--- config.mk ---
export PLATFORM = sky130hd
export DESIGN_NAME = rom_upload_ctrl
export DESIGN_NICKNAME = d
export VERILOG_FILES = /design/src/rtl/rom_upload_ctrl.sv
export SDC_FILE = /design/constraint.sdc
export NUM_CORES = 1
export LEC_CHECK = 0
export BUFFER_PORTS_ARGS = -buffer_cell sky130_fd_sc_hd__buf_2
export CAP_MARGIN = 15
export CORE_ASPECT_RATIO = 1.5
export CORE_MARGIN = 8
export CORE_UTILIZATION = 55
export CTS_CLUSTER_DIAMETER = 40
export CTS_CLUSTER_SIZE = 14
export DETAILED_ROUTE_END_ITERATION = 8
export GPL_TIMING_DRIVEN = 0
export PLACE_DENSITY = 0.79
export SLEW_MARGIN = 20
export SYNTH_ARGS = -nofsm -noshare
export SYNTH_HDL_FRONTEND = slang
export SYNTH_SLANG_ARGS = --single-unit
--- constraint.sdc ---
create_clock -name clk -period 6.85 [get_ports clk]
set_clock_uncertainty 0.2 [all_clocks]
set_input_delay 0.685 -clock clk [delete_from_list [all_inputs] [get_ports clk]]
set_output_delay 0.685 -clock clk [all_outputs]
set_load 0.05 [all_outputs]
--- src/rtl/rom_upload_ctrl.sv ---
// Reads ROM bytes back from SDRAM (toggle req/ack port) for the HPS ioctl upload path.
// A one-word cache serves the second byte of a word; every SDRAM access has a timeout.
module rom_upload_ctrl #(
  parameter logic [7:0]  INDEX   = 8'd0,
  parameter logic [24:0] BASE    = 25'h0000000,
  parameter logic [24:0] SIZE    = 25'h001C320,
  parameter int unsigned TIMEOUT = 1023
) (
  input  logic        clk,
  input  logic        RST_N,
  input  logic        ioctl_upload,
  input  logic        ioctl_download,
  input  logic [7:0]  ioctl_index,
  input  logic [24:0] ioctl_addr,
  input  logic        ioctl_rd,
  output logic [7:0]  ioctl_din,
  output logic        ioctl_wait,
  output logic        port_req,
  input  logic        port_ack,
  output logic [22:0] port_a,
  output logic [1:0]  port_ds,
  output logic        port_we,
  input  logic [15:0] port_q,
  output logic        err
);

  localparam int unsigned TW = $clog2(TIMEOUT + 2);

  typedef enum logic [1:0] {S_IDLE, S_REQ, S_WAIT} state_t;

  state_t        r_state;
  logic          r_rd_last;
  logic          r_req;
  logic [22:0]   r_a;
  logic [23:0]   r_off;
  logic [7:0]    r_din;
  logic          r_wait;
  logic          r_err;
  logic          r_valid;
  logic [22:0]   r_cache_a;
  logic [15:0]   r_cache;
  logic [TW-1:0] r_tmo;

  logic [24:0] w_off;
  logic        w_borrow;
  logic        w_oor;
  logic        w_strobe;
  logic        w_hit;
  logic [7:0]  w_hit_byte;
  logic [7:0]  w_q_byte;
  logic        w_ack;
  logic        w_tmo;

  // The borrow bit flags addresses below BASE without a constant compare.
  assign {w_borrow, w_off} = {1'b0, ioctl_addr} - {1'b0, BASE};
  assign w_oor      = w_borrow | (w_off >= SIZE);
  assign w_strobe   = ioctl_rd & ~r_rd_last & ioctl_upload & (ioctl_index == INDEX);
  assign w_hit      = r_valid && (r_cache_a == w_off[23:1]);
  assign w_hit_byte = w_off[0] ? r_cache[15:8] : r_cache[7:0];
  assign w_q_byte   = r_off[0] ? port_q[15:8] : port_q[7:0];
  assign w_ack      = (port_ack == r_req);
  assign w_tmo      = (r_tmo == TW'(TIMEOUT));

  always_ff @(posedge clk) begin
    if (!RST_N) begin
      r_state   <= S_IDLE;
      r_rd_last <= 1'b0;
      r_req     <= 1'b0;
      r_a       <= '0;
      r_off     <= '0;
      r_din     <= 8'h00;
      r_wait    <= 1'b0;
      r_err     <= 1'b0;
      r_valid   <= 1'b0;
      r_cache_a <= '0;
      r_cache   <= '0;
      r_tmo     <= '0;
    end else begin
      r_rd_last <= ioctl_rd;
      // Losing upload abandons the read; any outstanding toggle drains in S_REQ later.
      if (r_state != S_IDLE && !ioctl_upload) begin
        r_state <= S_IDLE;
        r_wait  <= 1'b0;
        r_valid <= 1'b0;
      end else begin
        case (r_state)
          S_IDLE: begin
            if (w_strobe) begin
              if (w_oor) begin
                r_din <= 8'hFF;
              end else if (w_hit) begin
                r_din <= w_hit_byte;
              end else begin
                r_off   <= w_off[23:0];
                r_wait  <= 1'b1;
                r_tmo   <= '0;
                r_state <= S_REQ;
              end
            end
          end
          S_REQ: begin
            if (w_ack) begin
              r_req   <= ~r_req;
              r_a     <= r_off[23:1];
              r_tmo   <= '0;
              r_state <= S_WAIT;
            end else if (w_tmo) begin
              r_din   <= 8'hFF;
              r_err   <= 1'b1;
              r_wait  <= 1'b0;
              r_valid <= 1'b0;
              r_state <= S_IDLE;
            end else begin
              r_tmo <= r_tmo + TW'(1);
            end
          end
          S_WAIT: begin
            if (w_ack) begin
              r_cache   <= port_q;
              r_cache_a <= r_off[23:1];
              r_valid   <= 1'b1;
              r_din     <= w_q_byte;
              r_wait    <= 1'b0;
              r_state   <= S_IDLE;
            end else if (w_tmo) begin
              r_din   <= 8'hFF;
              r_err   <= 1'b1;
              r_wait  <= 1'b0;
              r_valid <= 1'b0;
              r_state <= S_IDLE;
            end else begin
              r_tmo <= r_tmo + TW'(1);
            end
          end
          default: r_state <= S_IDLE;
        endcase
      end
      if (ioctl_download) r_valid <= 1'b0;
    end
  end

  assign ioctl_din  = r_din;
  assign ioctl_wait = r_wait;
  assign port_req   = r_req;
  assign port_a     = r_a;
  assign port_ds    = 2'b11;
  assign port_we    = 1'b0;
  assign err        = r_err;

endmodule

==> results of run 1 <==
## worst max path at each step
| stage | cells after the start | slack (ns) | to |
|---|---|---|---|
| 2_1_floorplan | 8 | 4.14 | r_off[11] |
| 5_1_grt | 10 | 3.77 | r_tmo[4] |
| 3_3_place_gp | 9 | 3.67 | r_off[11] |
| 6_report | 10 | 3.91 | r_tmo[4] |
| 4_1_cts | 10 | 3.97 | r_tmo[4] |
| 3_5_place_dp | 9 | 3.64 | r_off[12] |
## where the power goes
part	leakage, nW	switching, mW	internal, mW
combinational	1.25	0.0367	0.0225
sequential	0.902	0.000107	0.651
clock	0.146	0.255	0.288
total	2.30	0.292	0.961
## critical path: cells and delay by family (launching register included)
family | cells | cell delay (ns)
buffers and inverters | 3 | 0.98
adders and majority gates | 1 | 0.24
and+or+nand+nor | 5 | 0.95
AOI/OAI and AO/OA | 1 | 0.14
DFF | 1 | 0.35
## flip-flops by register name, summed over array words and instances, names as in the netlist, 2 cells and up
name,flops
r_cache_a,23
r_off,24
ioctl_din,8
port_a,23
r_cache,16
r_tmo,11
r_state,2
## kinds of logic (layout without fill, tap and decap cells)
family | after synthesis | after routing | share of synthesized area (%)
adders and majority gates | 5 | 5 | 1.26
xor gates and xnor gates | 26 | 26 | 4.59
buffers and inverters | 46 | 149 | 4.03
muxes | 33 | 33 | 6.85
DFF | 112 | 112 | 45.1
other | 2 | 3 | 0.151
AOI/OAI and AO/OA | 138 | 138 | 16.9
and+or+nand+nor | 234 | 234 | 21.1
## synthesized netlist by cell type (all sizes together), types with 2 or more instances
cell	n
a21o	3
a21oi	73
a22oi	3
a311oi	8
a31oi	14
and2	3
and3	12
and4	2
buf	9
clkbuf	33
conb	2
dfxtp	112
ha	5
inv	4
mux2	8
mux2i	25
nand2	137
nand2b	11
nand3	4
nand4	7
nor2	37
nor2b	3
nor3	5
nor4	2
o21ai	19
o22ai	10
or2	3
or4	5
xnor2	25
## cell type report
class,instances,area share (%)
multi-input cells,439,43.2
flip-flops and latches,112,38.3
well taps,110,2.35
repair buffers,87,7.44
clock buffers,9,3.85
plain buffers,42,3.17
clock inverters,7,1.39
inverters,4,0.257
## stage by stage
| step | instance area (um2) | worst slack (ns) | total power [mW] |
|---|---|---|---|
| after floorplan | 4970 | 4.14 | 0.693 |
| after global placement | 5540 | 3.67 | 0.723 |
| after detailed placement | 5540 | 3.64 | 0.724 |
| after CTS | 5850 | 3.97 | 1.25 |
| after global routing | 5850 | 3.77 | 1.29 |
| final | 5850 | 3.91 | 1.25 |
## cells in the final DEF, fill, tap and decap left out, types with 2 or more instances in the layout
cell,n
or4_1,4
mux2_2,8
nor3_1,5
inv_1,4
dfxtp_1,112
o22ai_1,10
nand2_1,136
buf_4,3
o21ai_0,18
nand2b_1,11
nand3_1,3
buf_2,88
mux2i_1,25
a31oi_1,13
a22oi_1,3
xnor2_1,25
a21o_1,3
a21oi_1,73
buf_1,3
buf_6,2
nor2_1,37
conb_1,3
clkbuf_1,33
ha_1,5
nor2b_1,3
nor4_1,2
a311oi_1,8
and4_1,2
nand4_1,7
and3_1,12
clkinv_4,4
clkbuf_16,9
and2_1,2
or2_2,3
## per-layer routing
layer | vias to the layer above | GRT usage (%) | wire length, um
met2 | 169 | 39.8 | 7220
met3 | 45 | 4.10 | 714
met4 | 0 | 13.0 | 580
li1 | 2242 | - | -
met1 | 2200 | 25.0 | 5480
met5 | - | 0 | 0
==> results.md, run 1 <==
- Max Cap Violations: 0
- # diodes: 0
- Synth Cell Area: 0.00497 mm2
- Capturing point of the worst reg2reg path: r_tmo[4]
- Area leader, netlist: dfxtp_1
- Crit. End Element: flop
- CP peak stage delay: 0.45 ns
- R2r setup slk: 3.91 ns
- RSZ-0062 raised after global routing: false
- Antenna violations before repair: 0
- Cell count after placement: 794
- Clock Path Buffers: 2
- Port-buffer cells: 87
- Skew-Pair Late Insertion Delay: 0.36 ns
- CTS resizes: 0
- Fill cells: 781
- Crit-path slowest cell: clkbuf_1
- Clock root cell: clkbuf_16
- CTS sink cnt: 112
- First DRT Iteration DRCs: 264
- Largest net degree at the start of global routing: 20
- Hold Buf Count CTS: 0
- HPWL Detailed: 10300 um
- Initial Util: 56.3%
- Vias: 4656
- Number of vias per cell: 5.75
- HP Class: flop to flop
- Least-Margin Pin Slew: 0.667 ns
- IO Count: 92
- Worst Min Path Start: port_a[8]
- Avg WL per Cell: 17.3 um
- Vias in the first global route: 4771
- Area Growth Syn to Fin: 17.8%
- CTS tree: yes
- Crit Path Category: flop to flop
- Min Tclk post-route: 2.94 ns
- Final Routed Wirelength: 14000 um
- Row count: 42
- Multi-input gate area: 0.00253 mm2
- Most common cell on crit path: clkbuf_1
- Post-synthesis register bit count: 112
- Top-area cell type share of the netlist area: 45.1%
- Ys Warns: 0
- Ys flop type: dfxtp_1
- Critical path cell sequence: ha_1 -> and3_1 -> clkbuf_1 -> nand3_1 -> or2_2 -> clkbuf_1 -> clkbuf_1 -> nand2_1 -> or4_1 -> a21oi_1
- Max-slew violations: 0
- Final hold violations: 0
- Post-synth EDFFs: 0
- Clk slew on worst S/H paths: 0.07 ns
- Non-Filler Instances: 810
- Syn avg cell area: 8.33 um2
- Drt first pass iters: 4
- First-pass GRT wire length: 22800 um
- Hold EP: port_a[8]
- Die Area: 0.0124 mm2
- TNS Setup: 0 ns
- Pwr dens: 214 mW/mm2
- Startpoint types: flop
- Peak supply drop: 155 uV
- Final Cycle Share: 42.9%
- Status: finished clean
- Sequential share of the synthesized area: 45.1%
- FF+latch area: 0.00224 mm2
- Count of final setup violators: 0
- Global Route Usage Sum: 22.8%
- Fmax: 341 MHz
- Ratio of cells with drive above 1 in the final layout: 18.1%
- Cells after Synth: 596
- R2R Path Start: r_tmo[0]
- Gpl congestion: 0.880
- Die height: 132 um
- Count of different cell masters after synthesis: 50
- Fraction of registers with async set/reset: 0%
- Die width: 93.6 um
- Worst r2r path cells: 10
- Crit path from: r_tmo[0]
- Hold slack: 0.254 ns
- CTS HTree Levels: 3
- # nets final: 755
- Final core occ: 66.3%
- CP required: 6.93 ns
- Hold Path Depth: 2
- Antenna Violating Nets Remaining: 0
- Crit Path Max Fanout: 10
- Core area: 0.00883 mm2
- Cts bufs inserted: 9
- Post-route DRC: 0
- Max transition margin: 55.1%
- Leakage: 2.30 nW
- WP data arrival: 3.01 ns
- Total gr overflow: 0
- Synth top area cells: dfxtp_1, nand2_1, a21oi_1
- Buffer count from post-CTS setup fixing: 0
No activity file was read; power rests on OpenSTA's default activity.
==> run 2: changes to the inputs <==
clock period = 2.9 ns   (was 6.85 ns; I/O delays follow)
==> run 2 against run 1 <==
Critical path type unchanged. Flip-flop and latch count is the same. Routed wire length grew 2.4%. Final cell count up 1.7%. Fmax up 6.2%. Combinational power increased to 2.7 times the previous value. Count of clock-buffer cells in the layout did not move. Core utilization up 1.6 points. Total power is 140% higher. Critical path depth did not move. Via count up 2.8%.
==> results.md, run 2 (synthesis results as in run 1) <==
- Most flops, register: r_off
- Max-slew violations: 0 (unchanged)
- Pwr dens: 496 mW/mm2 (+130%)
- Worst path bufs/invs: 3 (unchanged)
- Setup ws final: 0.135 ns (-3.78 ns)
- Flop pwr share: 51.7% (-0.2 points)
- Global Route Usage Sum: 23.4% (+0.58 points)
- Startpoint types: flop
- IO Count: 92 (unchanged)
- Max Cap Violations: 0 (unchanged)
- Ratio of cells with drive above 1 in the final layout: 18.2% (+0.064 points)
- Vias in the first global route: 4861 (+1.9%)
- R2r setup slk: 0.13 ns (-3.78 ns)
- R2R Path Start: r_tmo[0]
- CTS HTree Levels: 3 (unchanged)
- Area Growth Syn to Fin: 20.7%
- Switch share: 23.3% (-0.030 points)
- Peak supply drop: 366 uV (+140%)
- Crit. End Element: flop
- Port-buffer cells: 87 (unchanged)
- Vias: 4787 (+2.8%)
- First DRT Iteration DRCs: 275 (+4.2%)
- Final hold violations: 0 (unchanged)
- Initial Util: 56.3% (unchanged)
- Final Routed Wirelength: 14300 um (+2.4%)
- Antenna Violating Nets Remaining: 0 (unchanged)
- Clk slew on worst S/H paths: 0.08 ns (about the same)
- Crit-path slowest cell: or4_1
- Die Area: 0.0124 mm2 (unchanged)
- Die height: 132 um (unchanged)
- Clock Path Buffers: 2 (unchanged)
- Cell count after placement: 794 (unchanged)
- CP required: 2.98 ns (-3.95 ns)
- Drt first pass iters: 7 (+3)
- Crit Path Category: flop to flop
- Final Cycle Share: 95.4% (+52 points)
- Gpl congestion: 0.880 (unchanged)
- Fill cells: 760 (-2.7%)
- Most common cell after layout, fill and taps aside: nand2_1
- Post-route DRC: 0 (unchanged)
- # nets final: 769 (+1.9%)
- Multi-input gate area: 0.00253 mm2 (unchanged)
- TNS Setup: 0 ns (unchanged)
- Commonest non-fill, non-tap cells in the layout: nand2_1, dfxtp_1, buf_2
- CTS sink cnt: 112 (unchanged)
- Leakage: 2.37 nW (+2.8%)
- Cts bufs inserted: 9 (unchanged)
- Worst r2r path cells: 10 (unchanged)
- Hold Path Depth: 3 (+1)
- WP data arrival: 2.84 ns (-0.17 ns)
- Antenna violations before repair: 0 (unchanged)
- Clk network pwr share: 43.0% (-0.3 points)
- Comb pwr share: 5.3% (+0.6 points)
- Hold EP: r_cache[7]
- Skew-Pair Late Insertion Delay: 0.35 ns (about the same)
- Clock root cell: clkbuf_16
- Worst Min Path Start: port_q[7]
- Non-Filler Instances: 824 (+1.7%)
- Placement Setup Slack: 0.0435 ns (-3.60 ns)
- Max transition margin: 54.0% (-1.1 points)
- FF+latch area: 0.00224 mm2 (unchanged)
- Sw Pwr: 692 uW (+140%)
- Largest net degree at the start of global routing: 20 (unchanged)
- Number of vias per cell: 5.81 (+1.1%)
- Least-Margin Pin Slew: 0.683 ns (+0.0159 ns)
- HPWL Detailed: 10300 um (unchanged)
- Buffer count from post-CTS setup fixing: 0 (unchanged)
- Avg WL per Cell: 17.4 um (+0.63%)
- Core area: 0.00883 mm2 (unchanged)
- # diodes: 0 (unchanged)
- First-pass GRT wire length: 23300 um (+2.4%)
- CP delay by family, top: simple AND/OR/NAND/NOR gates
- Crit Path Max Fanout: 10 (unchanged)
- Final core occ: 67.9% (+1.6 points)
- Critical path cell sequence: ha_1 -> and3_1 -> clkbuf_1 -> nand3_1 -> or2_2 -> clkbuf_1 -> buf_2 -> nand2_1 -> or4_1 -> a21oi_1
- Fmax: 362 MHz (+6.2%)
- CTS tree: yes
- CP peak stage delay: 0.41 ns (-0.04 ns)
- Total gr overflow: 0 (unchanged)
- Status: finished clean
- Row count: 42 (unchanged)
- HP Class: input port to flop
- Count of final setup violators: 0 (unchanged)
- Die width: 93.6 um (unchanged)
- Most common cell on crit path: clkbuf_1
- P_int: 2.28 mW (+140%)
- Capturing point of the worst reg2reg path: r_tmo[4]
- Largest register FFs: 24 (unchanged)
- Min Tclk post-route: 2.77 ns (-0.171 ns)
[run 2: changes by cell type in the layout (fill, tap and decap cells not counted)]
cell,before,now
dlygate4sd3_1,0,14
clkbuf_1,33,30
buf_2,88,89
clkbuf_2,0,2
[run 2: how the worst max path moves through the flow]
stage	startpoint	to	slack (ns)	depth (start not counted)
final	r_tmo[0]	r_tmo[4]	0.13	10
after global routing	r_tmo[0]	r_tmo[4]	-0.01	10
after CTS	r_tmo[0]	r_tmo[4]	0.02	10
after floorplan	port_req	ioctl_wait	0.45	7
after detailed placement	r_tmo[0]	r_tmo[4]	0.04	10
after global placement	r_tmo[0]	r_tmo[4]	0.11	10
[run 2: what timing repair did]
| action | CTS | global route |
|---|---|---|
| hold buffers | 14 | 0 |
| gates resized for setup | 0 | 7 |
| hold endpoints to repair | 14 | 0 |
| setup endpoints to repair | 0 | 16 |
[run 2: metal layers]
metal | vias to the layer above | GRT usage, % | wire length [um]
met5 | - | 0 | 0
met4 | 0 | 13.6 | 620
met3 | 45 | 4.10 | 828
met2 | 208 | 40.6 | 7370
met1 | 2260 | 25.7 | 5500
li1 | 2274 | - | -
[run 2: final cells by class]
type | instances | share of cell area [%]
multi-input cells | 439 | 42.2
flip-flops and latches | 112 | 37.4
repair buffers | 101 | 9.60
clock buffers | 9 | 3.76
plain buffers | 42 | 3.15
well taps | 110 | 2.30
clock inverters | 7 | 1.36
inverters | 4 | 0.251
[run 2: worst register-to-register path, cell delays in order (launching register included)]
cell and delay [ns]:
dfxtp_1 0.35, ha_1 0.25, and3_1 0.18, clkbuf_1 0.16
nand3_1 0.12, or2_2 0.11, clkbuf_1 0.36, buf_2 0.33
nand2_1 0.10, or4_1 0.41, a21oi_1 0.13
[run 2: power groups by stage]
stage | clock (mW) | combinational [mW] | sequential (mW)
finish | 1.28 | 0.157 | 1.54
global route | 1.36 | 0.166 | 1.54
CTS | 1.29 | 0.152 | 1.54
detailed placement | 0 | 0.137 | 1.57
global placement | 0 | 0.135 | 1.57
floorplan | 0 | 0.0621 | 1.57
[run 2: per-stage QoR]
step                      instance area [um2]  total power [mW]  hold slack [ns]
after floorplan                          4970              1.64            0.169
after global placement                   5540              1.71            0.238
after detailed placement                 5540              1.71            0.243
after CTS                                5990              2.97        0.0000349
after global routing                     5990              3.06          0.00707
final                                    5990              2.97          0.00858
